**src/rtl/up_down_counter.sv**
```systemverilog
// Modulo-2^WIDTH up/down counter with count enable, synchronous active-high clear and roll-over pulse.
// One-cycle latency from inputs to the registered count/wrap outputs; no handshake or backpressure.
module up_down_counter #(
  parameter int               WIDTH       = 4,
  parameter logic [WIDTH-1:0] RESET_VALUE = '0
) (
  input  logic             clk,
  input  logic             reset_n,
  input  logic             enable,
  input  logic             up_down,
  output logic [WIDTH-1:0] count,
  output logic             wrap
);

  localparam logic [WIDTH-1:0] COUNT_MAX = '1;
  localparam logic [WIDTH-1:0] COUNT_ONE = WIDTH'(1);

  logic [WIDTH-1:0] count_next;
  logic             wrap_next;

  // Roll-over is detected from the current value, so wrap lines up with the cycle the new count appears.
  always_comb begin
    count_next = count;
    wrap_next  = 1'b0;
    if (enable) begin
      if (up_down) begin
        count_next = count + COUNT_ONE;
        wrap_next  = (count == COUNT_MAX);
      end else begin
        count_next = count - COUNT_ONE;
        wrap_next  = (count == '0);
      end
    end
  end

  // reset_n is active-high despite its name: 1 clears the counter.
  always_ff @(posedge clk) begin
    if (reset_n) begin
      count <= RESET_VALUE;
      wrap  <= 1'b0;
    end else begin
      count <= count_next;
      wrap  <= wrap_next;
    end
  end

endmodule

```
**config.mk**
```make
export PLATFORM = sky130hd
export DESIGN_NAME = up_down_counter
export DESIGN_NICKNAME = d
export VERILOG_FILES = /design/src/rtl/up_down_counter.sv
export SDC_FILE = /design/constraint.sdc
export NUM_CORES = 1
export LEC_CHECK = 0
export CORE_AREA = 2 2 39 41
export DETAILED_ROUTE_END_ITERATION = 12
export DIE_AREA = 0 0 41 43
export HOLD_SLACK_MARGIN = 0.05
export PLACE_DENSITY_LB_ADDON = 0.25
export SYNTH_ARGS = -nofsm -noshare
export SYNTH_HDL_FRONTEND = slang
export SYNTH_SLANG_ARGS = --single-unit
```
**constraint.sdc**
```tcl
create_clock -name clk -period 1.9 [get_ports clk]
set_input_delay 0.19 -clock clk [delete_from_list [all_inputs] [get_ports clk]]
set_output_delay 0.19 -clock clk [all_outputs]
set_load 0.05 [all_outputs]
```
==> results of run 1 <==
## power groups by stage
stage | clock network [mW] | logic, mW | registers, mW
final | 0.119 | 0.134 | 0.134
after global placement | 0 | 0.134 | 0.136
after detailed placement | 0 | 0.135 | 0.137
after CTS | 0.125 | 0.136 | 0.135
after floorplan | 0 | 0.0507 | 0.173
after global routing | 0.131 | 0.145 | 0.137
## how the worst max path moves through the flow
| stage | startpoint | endpoint | slack (ps) | cells past startpoint |
|---|---|---|---|---|
| after floorplan | count[2] | count[3] | 110 | 4 |
| after global placement | up_down | count[3] | -120 | 7 |
| after detailed placement | up_down | count[3] | -150 | 7 |
| after CTS | up_down | count[3] | 100 | 7 |
| after global routing | up_down | count[3] | 40 | 7 |
| final | up_down | count[3] | 120 | 7 |
## layout by cell type, fill, tap and decap left out, types with 2 or more instances in the layout
master and instances:
buf_4 3, mux2i_1 2, ha_1 2, xnor2_1 2
nand2_1 2, clkdlybuf4s50_1 8, dfxtp_1 4, nor2_1 5
clkbuf_4 3
## logic make-up after synthesis
kind of cell / Yosys count / share of synthesized area
and+or+nand+nor: 11 / 0.186
DFF: 5 / 0.354
AOI/OAI and AO/OA: 4 / 0.102
muxes: 3 / 0.111
adders and majority gates: 3 / 0.159
xor gates and xnor gates: 2 / 0.0620
buffers and inverters: 2 / 0.0265
## synthesized netlist by cell type
| cell | count | area, um2 |
|---|---|---|
| dfxtp_1 | 5 | 100 |
| nor2_1 | 5 | 18.8 |
| ha_1 | 2 | 25.0 |
| mux2i_1 | 2 | 20.0 |
| nand2_1 | 2 | 7.51 |
| xnor2_1 | 2 | 17.5 |
| a211oi_1 | 1 | 7.51 |
| a21o_1 | 1 | 7.51 |
| a21oi_1 | 1 | 5.00 |
| a21oi_2 | 1 | 8.76 |
| clkbuf_1 | 1 | 3.75 |
| fa_1 | 1 | 20.0 |
| inv_1 | 1 | 3.75 |
| mux2_1 | 1 | 11.3 |
| nand4_1 | 1 | 6.26 |
| nor2b_1 | 1 | 6.26 |
| nor3b_1 | 1 | 7.51 |
| nor4_1 | 1 | 6.26 |
## flip-flops by register name, indices dropped and copies added (netlist names)
signal	cells
wrap	1
count	4
## routing by layer
layer  up-vias  part of all wire  routed length (um)  global-route usage
li1        131                 -                   -                   -
met1       111              0.46                 251              0.0909
met2         9              0.43                 234              0.0938
met3         0              0.11                  58              0.0785
met4         0                 0                   0              0.0200
met5         -                 0                   0                   0
## layout make-up
type | count | area [um2] | area share
Sequential cell | 5 | 101 | 0.236
Multi-Input combinational cell | 23 | 175 | 0.408
Tap cell | 16 | 20.0 | 0.0466
Timing Repair Buffer | 11 | 103 | 0.239
Inverter | 1 | 3.75 | 0.00875
Clock buffer | 4 | 26.3 | 0.0612
## critical path, cell delays in order
cell and delay [ps]:
clkdlybuf4s50_1 470, inv_1 60, ha_1 290, a21o_1 190, a21oi_2 150, mux2i_1 230
mux2_1 330
## per-stage QoR
stage	utilization	area (um2)	setup TNS (ps)
2_1_floorplan	-	284	0
3_3_place_gp	0.291	403	-123
3_5_place_dp	0.291	403	-150
4_1_cts	0.310	429	0
5_1_grt	0.310	429	0
6_report	0.310	429	0
==> run metrics, run 1 <==
CTS Hold Buffers Added=0; Vert. Die Dim=43 um; RSZ-0062 raised after global routing=no; CTS tree=done; Clock Path Buffers=2; Net Sw Frac=0.334; Post-Place Setup Slack=-150 ps; Mapped Cells=30; vias in the first global route=213; CTS Buf Count=3; synthesized area=283 um2; gr ovfl total=0; htree depth=1; Final Skew=3.57 ps; final worst slack=116 ps; CTS root buf=clkbuf_4; DRC=0; Setup violations, final=0; crit start category=input port; Worst Tran Pin Value=494 ps; max-slew violations=0; Post-DRT Antenna Nets=0; Final Non-Filler Cells=60; Seq/Total Area, Yosys=0.354; wire per inst=9.07 um; vias per inst=4.18; Sequential Power Share=0.347; VDD IR-drop max=0.359 mV; Synth Area per Inst=9.43 um2; post_cts resized=0; FF-to-FF End=count[3]; FF-to-FF Start=count[1]; Hold Path End=count[2]; Filler Cells Inserted=151; CTS Sinks=5; Period Utilization, post-route=0.939; initial antenna violation count=0; first-pass GRT wire length=841 um; I/O pin count=9; HPWL Detailed=432 um; minimum clock period=1780 ps; Yosys reg bits=5; Worst Setup End Kind=flop; Reg2Reg Depth=5; Placed Instances=56; crit-path max FO=2; die width=41 um; Netlist cell types=18; Fin. Hold Viols=0; WHS Path Cells=2; Synth-to-Final Area Change=51.8%; largest net degree at the start of global routing=8; Vias=251; Starting Density=0.204; Routability Congestion=0.733; Yosys warning count=0; Core Rows=14; Final Hold Slack=535 ps; WP data required=2020 ps; Worst-path clk slew=40 ps; Port Buffers=8; DIE AREA=1760 um2; 1st-pass router iterations=2; Leak=0.188 nW; max-cap violations=0; fin nets=52; Comb pwr share=0.346; Total Routed Length=544 um; Tot GR Track Use=0.0765; r2r setup slk=260 ps; total power=0.387 mW; hold_sp=count[2]; PwrDens=903 nW/um2; status=finished, final reports clean; P_sw=0.129 mW; Clock power frac=0.308; Slew HR=0.670; Worst Path Arrival=1900 ps; FMAX=560 MHz; layout cell share with drive strength beyond 1=0.182; cell-internal power=0.258 mW; core area=1380 um2; initial DRC count=2; worst hold path class=flop to flop; CP Class=input port to flop; Skew-Pair Late Insertion Delay=240 ps; ant diodes=0; # Post-CTS Setup Buffers=0; post-synth net total=37
Power figures use the tool's default switching activity.
==> run 2: changes to the inputs <==
- GPL_TIMING_DRIVEN: unset -> 0
==> run 2 against run 1 <==
Against the previous run: cell count shrank 5.0%; sequential share of layout area grew 1.7 points; global-route usage grew 0.29 points; sequential cell count is the same; total power shrank 0.52%; critical path type unchanged; highest routed layer unchanged.
==> run metrics, run 2 (synthesized netlist as in run 1, its figures left out) <==
largest reg by FF count=count; Vias=250 (-0.40%); fin nets=49 (-5.8%); minimum clock period=1830 ps (+41.8 ps); Port Buffers=7 (-1); total power=0.385 mW (-0.52%); FMAX=548 MHz (-2.3%); Clock Path Buffers=2 (unchanged); RSZ-0062 raised after global routing=no; CTS tree=done; Filler Cells Inserted=151 (unchanged); FF-to-FF Start=count[1]; hold_sp=enable; CTS Buf Count=3 (unchanged); max FFs per register=4 (unchanged); gr ovfl total=0 (unchanged); CP Class=input port to flop; r2r setup slk=260 ps (about the same); first-pass GRT wire length=890 um (+5.8%); Worst Setup End Kind=flop; Worst-path clk slew=40 ps (about the same); wire per inst=9.96 um (+9.9%); Worst Tran Pin Value=494 ps (+0.00632 ps); cell area after layout=400 um2 (-6.7%); max-slew violations=0 (unchanged); FF-to-FF End=count[3]; CTS Hold Buffers Added=0 (unchanged); WP data required=2020 ps (about the same); I/O pin count=9 (unchanged); worst hold path class=input port to flop; Fin. Hold Viols=0 (unchanged); Slew HR=0.670 (about the same); Tot GR Track Use=0.0795 (+0.00294); VDD IR-drop max=0.207 mV (-42%); placed instance area=374 um2 (-7.1%); 1st-pass router iterations=3 (+1); DIE AREA=1760 um2 (unchanged); Routability Congestion=0.698 (-4.8%); max-cap violations=0 (unchanged); die width=41 um (unchanged); htree depth=1 (unchanged); crit start category=input port; Post-DRT Antenna Nets=0 (unchanged); Core Rows=14 (unchanged); Slowest-stage cell, CP=clkdlybuf4s50_1; core area=1380 um2 (unchanged); Hold Path End=wrap; vias per inst=4.39 (+4.8%); vias in the first global route=229 (+7.5%); Storage cell area=101 um2 (unchanged); Worst Path Arrival=1950 ps (+50 ps); Total Routed Length=568 um (+4.4%); initial antenna violation count=0 (unchanged); PwrDens=963 nW/um2 (+6.6%); initial DRC count=5 (+3); crit-path cells=clkdlybuf4s50_1 -> inv_2 -> ha_1 -> a21o_1 -> a21oi_2 -> mux2i_1 -> mux2_1; Setup violations, final=0 (unchanged); commonest cells after routing, fill and taps aside=clkdlybuf4s50_1, nor2_1, dfxtp_1, clkbuf_4; DRC=0 (unchanged); largest net degree at the start of global routing=8 (unchanged); Period Utilization, post-route=0.961 (+0.0220); biggest regs=count: 4 flops, wrap: 1 flops; Leak=0.169 nW (-9.7%); status=finished, final reports clean; CTS root buf=clkbuf_4; Reg2Reg Depth=5 (unchanged); Starting Density=0.204 (unchanged); area occupied by multi-input gates=175 um2 (unchanged); Vert. Die Dim=43 um (unchanged); ant diodes=0 (unchanged); Synth-to-Final Area Change=41.6%; CTS Sinks=5 (unchanged); WHS Path Cells=2 (unchanged); Final Skew=5.61 ps (+2.04 ps); Largest stage delay, worst path=490 ps (+20 ps); Skew-Pair Late Insertion Delay=240 ps (about the same); crit-path max FO=6 (+4); layout cell share with drive strength beyond 1=0.146 (-0.0355); leading cell type in the layout, fill and taps excluded=clkdlybuf4s50_1
==> run 2: cell types whose count changed in the layout (fill, tap and decap cells not counted) <==
cell,change
inv_2,+1
clkbuf_1,+1
clkdlybuf4s50_1,-1
inv_1,-1
buf_4,-3
==> run 2: per-layer routing <==
metal / wire, um / up-vias / GRT usage
met5: 0 / - / 0
met4: 0 / 0 / 0.0600
met3: 42 / 0 / 0.0471
met2: 247 / 7 / 0.103
met1: 278 / 118 / 0.0906
li1: - / 125 / -
==> run 2: worst max-delay path, delay by kind of cell <==
kind            cells  cell delay, ps
compound gates      2             350
buf+inv             2             570
mux                 2             550
fa+ha+maj           1             290
==> run 2: where the power goes <==
part / switching, mW / total, mW / internal [mW]
clock: 0.0464 / 0.126 / 0.0796
combinational: 0.0725 / 0.125 / 0.0528
sequential: 0.0165 / 0.134 / 0.118
==> run 2: how the worst max path moves through the flow <==
stage / start / to / slack [ps] / cells past startpoint
2_1_floorplan: count[2] / count[3] / 110 / 4
3_5_place_dp: up_down / count[3] / -220 / 7
4_1_cts: up_down / count[3] / 30 / 7
5_1_grt: up_down / count[3] / 10 / 7
3_3_place_gp: up_down / count[3] / -200 / 7
6_report: up_down / count[3] / 70 / 7
==> run 2: area by class of cell <==
class | count | area share
well taps | 16 | 0.0500
clock buffers | 4 | 0.0656
repair buffers | 7 | 0.175
flip-flops and latches | 5 | 0.253
multi-input cells | 23 | 0.438
plain buffers | 1 | 0.00938
inverters | 1 | 0.00938
==> run 2: timing repair <==
item | CTS | global route
endpoints found under the setup margin | 0 | 1
gates resized for setup | 0 | 1
setup buffers | 0 | 0
==> run 2: stage by stage <==
step                      worst slack (ps)  instances  setup TNS, ps  utilization  hold slack, ps
after floorplan                        106         30              0            -             255
after global routing                  14.0         57              0        0.289             380
after CTS                             33.0         57              0        0.289             341
after global placement                -201         53           -201        0.270             528
final                                 73.9         57              0        0.289             350
after detailed placement              -218         53           -218        0.270             542
==> run 3: changes to the inputs <==
- CELL_PAD_IN_SITES_DETAIL_PLACEMENT: unset -> 0
- CELL_PAD_IN_SITES_GLOBAL_PLACEMENT: unset -> 1
==> run 3 against run 2 <==
Against the previous run: hold slack worse by 6.0 ps; global-route usage down 0.60 points; sequential cell count unchanged; setup slack better by 29 ps; clock skew down 2.0 ps.
==> run metrics, run 3 (synthesized netlist as in run 1, its figures left out) <==
VDD IR-drop max=0.583 mV (+180%); 1st-pass router iterations=2 (-1); Worst Setup End Kind=flop; Vert. Die Dim=43 um (unchanged); crit-path cells=clkdlybuf4s50_1 -> inv_2 -> ha_1 -> a21o_1 -> a21oi_2 -> mux2i_1 -> mux2_1; Period Utilization, post-route=0.946 (-0.0155); Worst Path Arrival=1920 ps (-30 ps); RSZ-0062 raised after global routing=no; max FFs per register=4 (unchanged); first-pass GRT wire length=848 um (-4.7%); Synth-to-Final Area Change=41.6% (unchanged); Routability Congestion=0.657 (-5.9%); Port Buffers=7 (unchanged); fin nets=49 (unchanged); die width=41 um (unchanged); area occupied by multi-input gates=175 um2 (unchanged); Storage cell area=101 um2 (unchanged); minimum clock period=1800 ps (-29.4 ps); Slew HR=0.665 (-0.00481); Leak=0.169 nW (unchanged); initial DRC count=1 (-4); worst hold path class=input port to flop; cell family with most CP delay=buffers and inverters; biggest regs=count: 4 flops, wrap: 1 flops; CTS Sinks=5 (unchanged); ant diodes=0 (unchanged); Largest stage delay, worst path=490 ps (about the same); largest reg by FF count=count; FMAX=557 MHz (+1.6%); status=finished, final reports clean; PwrDens=948 nW/um2 (-1.5%); # Post-CTS Setup Buffers=0 (unchanged); CTS Buf Count=3 (unchanged); layout cell share with drive strength beyond 1=0.146 (unchanged); max-cap violations=0 (unchanged); commonest cells after routing, fill and taps aside=clkdlybuf4s50_1, nor2_1, dfxtp_1, clkbuf_4; WP data required=2020 ps (about the same); htree depth=1 (unchanged); Skew-Pair Late Insertion Delay=240 ps (about the same); Worst Tran Pin Value=501 ps (+7.19 ps); Core Rows=14 (unchanged); placed instance area=374 um2 (unchanged); vias per inst=4.39 (unchanged); Tot GR Track Use=0.0734 (-0.00604); core area=1380 um2 (unchanged); Final Skew=3.60 ps (-2.00 ps); Fin. Hold Viols=0 (unchanged); Worst-path clk slew=40 ps (about the same); Post-DRT Antenna Nets=0 (unchanged); Starting Density=0.204 (unchanged); CTS root buf=clkbuf_4; Total Routed Length=537 um (-5.5%); DIE AREA=1760 um2 (unchanged); Placed Instances=53 (unchanged); crit-path max FO=6 (unchanged); Setup violations, final=0 (unchanged); Clock Path Buffers=2 (unchanged); crit start category=input port; Final Non-Filler Cells=57 (unchanged); Vias=250 (unchanged); CP Class=input port to flop; gr ovfl total=0 (unchanged); Filler Cells Inserted=161 (+6.6%); leading cell type in the layout, fill and taps excluded=clkdlybuf4s50_1; Slowest-stage cell, CP=clkdlybuf4s50_1; max-slew violations=0 (unchanged); DRC=0 (unchanged); wire per inst=9.42 um (-5.5%); largest net degree at the start of global routing=8 (unchanged); vias in the first global route=207 (-9.6%); CTS tree=done; Bufs and invs on worst path=2 (unchanged); cell area after layout=400 um2 (unchanged); initial antenna violation count=0 (unchanged); r2r setup slk=290 ps (+30 ps); I/O pin count=9 (unchanged)
[run 3: cell counts in the layout (fill, tap and decap cells not counted)]
No cell type changed its count.
[run 3: final cells by class]
| cell class | instances | area share |
|---|---|---|
| Tap cell | 16 | 0.0500 |
| Sequential cell | 5 | 0.253 |
| Multi-Input combinational cell | 23 | 0.438 |
| Inverter | 1 | 0.00938 |
| Clock buffer | 4 | 0.0656 |
| Buffer | 1 | 0.00938 |
| Timing Repair Buffer | 7 | 0.175 |
[run 3: metal layers]
metal  part of all wire  vias up  global-route usage
li1                   -      125                   -
met1               0.48      116               0.104
met2               0.42        9              0.0813
met3               0.10        0              0.0628
met4                  0        0              0.0200
met5                  0        -                   0
[run 3: path summary, 6_finish.rpt]
kind         startpoint       end  depth (start not counted)
max             up_down  count[3]                          7
min              enable      wrap                          2
max reg2reg    count[1]  count[3]                          5
min reg2reg    count[2]  count[2]                          2
[run 3: through the flow]
step	util	power (mW)	TNS [ps]	setup slack, ps	hold slack [ps]
after global placement	0.270	0.261	-208	-208	530
after floorplan	-	0.224	0	106	255
final	0.289	0.380	0	103	344
after detailed placement	0.270	0.262	-212	-212	533
after CTS	0.289	0.389	0	49.6	336
after global routing	0.289	0.407	0	10.6	361
[run 3: repair_timing]
item	CTS	global route
setup endpoints to repair	0	1
resized for setup	0	1
hold buffers	0	0
[run 3: power by group]
part / internal (mW) / switching [mW] / leakage [nW]
sequential: 0.118 / 0.0160 / 0.0416
combinational: 0.0527 / 0.0722 / 0.113
clock: 0.0793 / 0.0416 / 0.0150
total: 0.250 / 0.130 / 0.169
==> RTL change (config.mk and constraints of run 2) <==
Register the output `wrap` once more, cleared by the reset; this adds one clock of latency there. The other outputs are not delayed to match. Comments in the files are not updated.
--- a/src/rtl/up_down_counter.sv
+++ b/src/rtl/up_down_counter.sv
@@ -16,2 +16,4 @@
   localparam logic [WIDTH-1:0] COUNT_ONE = WIDTH'(1);
+
+  logic wrap_s0;
 
@@ -39,6 +41,14 @@
       count <= RESET_VALUE;
-      wrap  <= 1'b0;
+      wrap_s0 <= 1'b0;
     end else begin
       count <= count_next;
-      wrap  <= wrap_next;
+      wrap_s0 <= wrap_next;
+    end
+  end
+
+  always_ff @(posedge clk) begin
+    if (reset_n) begin
+      wrap <= '0;
+    end else begin
+      wrap <= wrap_s0;
     end
Check against the original RTL: not equivalent (a bounded check fails within 4 cycles, from zero or initial values and one cycle with reset_n high).
==> RTL change against run 2 <==
  * Worst setup slack gained 0.047 ns
  * Sequential cell count increased by 1
  * Die area did not move
  * Synthesized cell count rose by 6.7%
  * Power increased by 2.6%
  * Wire length down 1.6%
  * Non-clock buffer count stayed put
  * Final area rose by 5.6%
  * Final cell count increased by 1.8%
  * Synthesized area grew 9.3%
  * Hold slack worse by 0.0065 ns
  * Global-route usage up 1.4 points
  * Critical path type unchanged
==> RTL change: results (changes against run 2) <==
Cells and area
  – Fill cells: 162 (was 151)
  – Diode count: 0 (unchanged)
  – Final nets: 51 (was 49)
  – Biggest regs: count (4), wrap (1), wrap_s0 (1) (was count (4), wrap (1))
  – Share of layout cells above drive strength 1: 14.29% (was 14.63%)

Yosys
  – Syn nets: 39 (was 37)
  – Yosys cell types: 18 (unchanged)
  – Synth top cells by count: dfxtp_1 (6), nor2_1 (5) (was dfxtp_1 (5), nor2_1 (5))
  – FFs w/ async S/R, synth: 0% (unchanged)
  – Top cells by area, synth: dfxtp_1 (39%), ha_1 (8.1%), fa_1 (6.5%), mux2i_1 (6.5%), nor2_1 (6.1%) (was dfxtp_1 (35%), ha_1 (8.8%), fa_1 (7.1%), mux2i_1 (7.1%), nor2_1 (6.6%))
  – Top_reg_cell synth: dfxtp_1 (unchanged)
  – Synth warn: 0 (unchanged)
  – Seq/Total Area, Yosys: 38.87% (was 35.40%)

Timing
  – Clk_skew: 0.003159 ns (was 0.005608 ns)
  – Slew Viols, Final: 0 (unchanged)
  – Worst Max-Slew Pin Slew: 0.4892 ns (was 0.4936 ns)

Worst hold path
  – Hold WC Path Type: in -> reg (unchanged)

Routing
  – DR iter-0 viols: 3 (was 5)
  – Per-cell routed wire length: 9.638 um (was 9.965 um)
  – Vias: 253 (was 250)
  – Drt first pass iters: 2 (was 3)

Clocking
  – H-tree depth: 1 (unchanged)
  – Max clock buf depth: 2 (unchanged)
  – Inserted Clock Buffers: 3 (unchanged)
  – Setup Fix Bufs, Post-CTS: 0 (unchanged)
  – Clock Root Buffer: clkbuf_4 (unchanged)
  – Worst-path clk slew: ~0.05 ns
  – Clk_lat worst skew: 0.24 ns (about the same)

Worst setup path
  – CP delay by family, top: buffers and inverters (unchanged)
  – Crit-path max FO: 6 (unchanged)
  – Worst path max stage delay: 0.49 ns (about the same)
  – WP data arrival: 1.91 ns (was 1.95 ns)
  – Slowest CP cell: clkdlybuf4s50_1 (unchanged)

Placed design
  – Gp weighted congestion: 0.7239 (was 0.6980)
  – # port buffers: 7 (unchanged)
  – Pre-CTS setup slack: -0.1988 ns (was -0.2179 ns)
  – Hpwl dp: 419.5 um

Power and ir drop
  – Max IR drop VDD: 0.0005080 V (was 0.0002069 V)
  – Leakage: 0.0001786 uW (was 0.0001695 uW)

GRT
  – Total GRT Usage: 9.337% (was 7.948%)
  – Vias in the first global route: 238 (was 229)
  – First-pass GRT wire length: 1014 um (was 890 um)
  – Largest net degree at the start of global routing: 8 (unchanged)
  – Initial antenna violation count: 0 (unchanged)

Outcome
  – Status: completed (unchanged)
RTL change: cell count changes in the layout (fill, tap and decap cells not counted), sizes merged:
cell and delta:
dfxtp +1, clkbuf -1, nor2b +1
RTL change: cells by family after synthesis:
logic type,Yosys count,share of synthesized area (%)
AOI/OAI and AO/OA,4,9.313
xor gates and xnor gates,2,5.669
adders and majority gates,3,14.57
buffers and inverters,2,2.427
DFF,6,38.87
muxes,3,10.12
and+or+nand+nor,12,19.03
RTL change: metrics by stage:
stage | instance area [sq um] | hold WS (ns) | std cells | setup TNS [ns] | power, uW
floorplan | 310.3 | 0.2550 | 32 | 0 | 244.6
global route | 422.9 | 0.3563 | 58 | 0 | 430.8
detailed placement | 400.4 | 0.4284 | 55 | -0.1988 | 282.9
CTS | 422.9 | 0.3379 | 58 | 0 | 402.3
global placement | 400.4 | 0.4223 | 55 | -0.2125 | 280.5
finish | 422.9 | 0.3436 | 58 | 0 | 395.3
RTL change: cell type report:
cell class                 instances  area share [%]
buffer                             1          0.8876
multi-input combinational         24           42.90
timing repair buffer               7           16.57
sequential                         6           28.70
inverter                           1          0.8876
clock buffer                       3           5.325
tap                               16           4.734
RTL change: final timing paths:
path	from	end	slack, ns	depth (start not counted)
worst max-delay path	up_down	count[3]	0.12	7
worst max register to register	count[1]	count[3]	0.31	5
worst min-delay path	enable	wrap_s0	0.34	2
worst min register to register	wrap_s0	wrap	0.44	1
RTL change: what timing repair did:
| action | 4_1_cts | 5_1_grt |
|---|---|---|
| endpoints found under the hold margin | 0 | 0 |
| setup endpoints to repair | 0 | 1 |
| resized for setup | 0 | 1 |
RTL change: per-layer routing:
metal  vias to the layer above  wire length [um]  track usage [%]
met5                         -                 0                0
met4                         0                 0            4.000
met3                         0                55            9.424
met2                        10               231            10.00
met1                       112               272            11.90
li1                        131                 -                -
RTL change: power by group:
| part | internal [uW] | leakage, uW | switching, uW | total, uW |
|---|---|---|---|---|
| combinational | 52.7 | 0.000115 | 70.9 | 124 |
| clock | 71.4 | 0.0000138 | 44.7 | 116 |
| sequential | 139 | 0.0000497 | 16.3 | 156 |
RTL change: worst register-to-register path: stages (launching register included):
cell and delay (ns):
dfxtp_2 0.37, ha_1 0.24, a21o_1 0.19, a21oi_2 0.15, mux2i_1 0.20, mux2_1 0.33
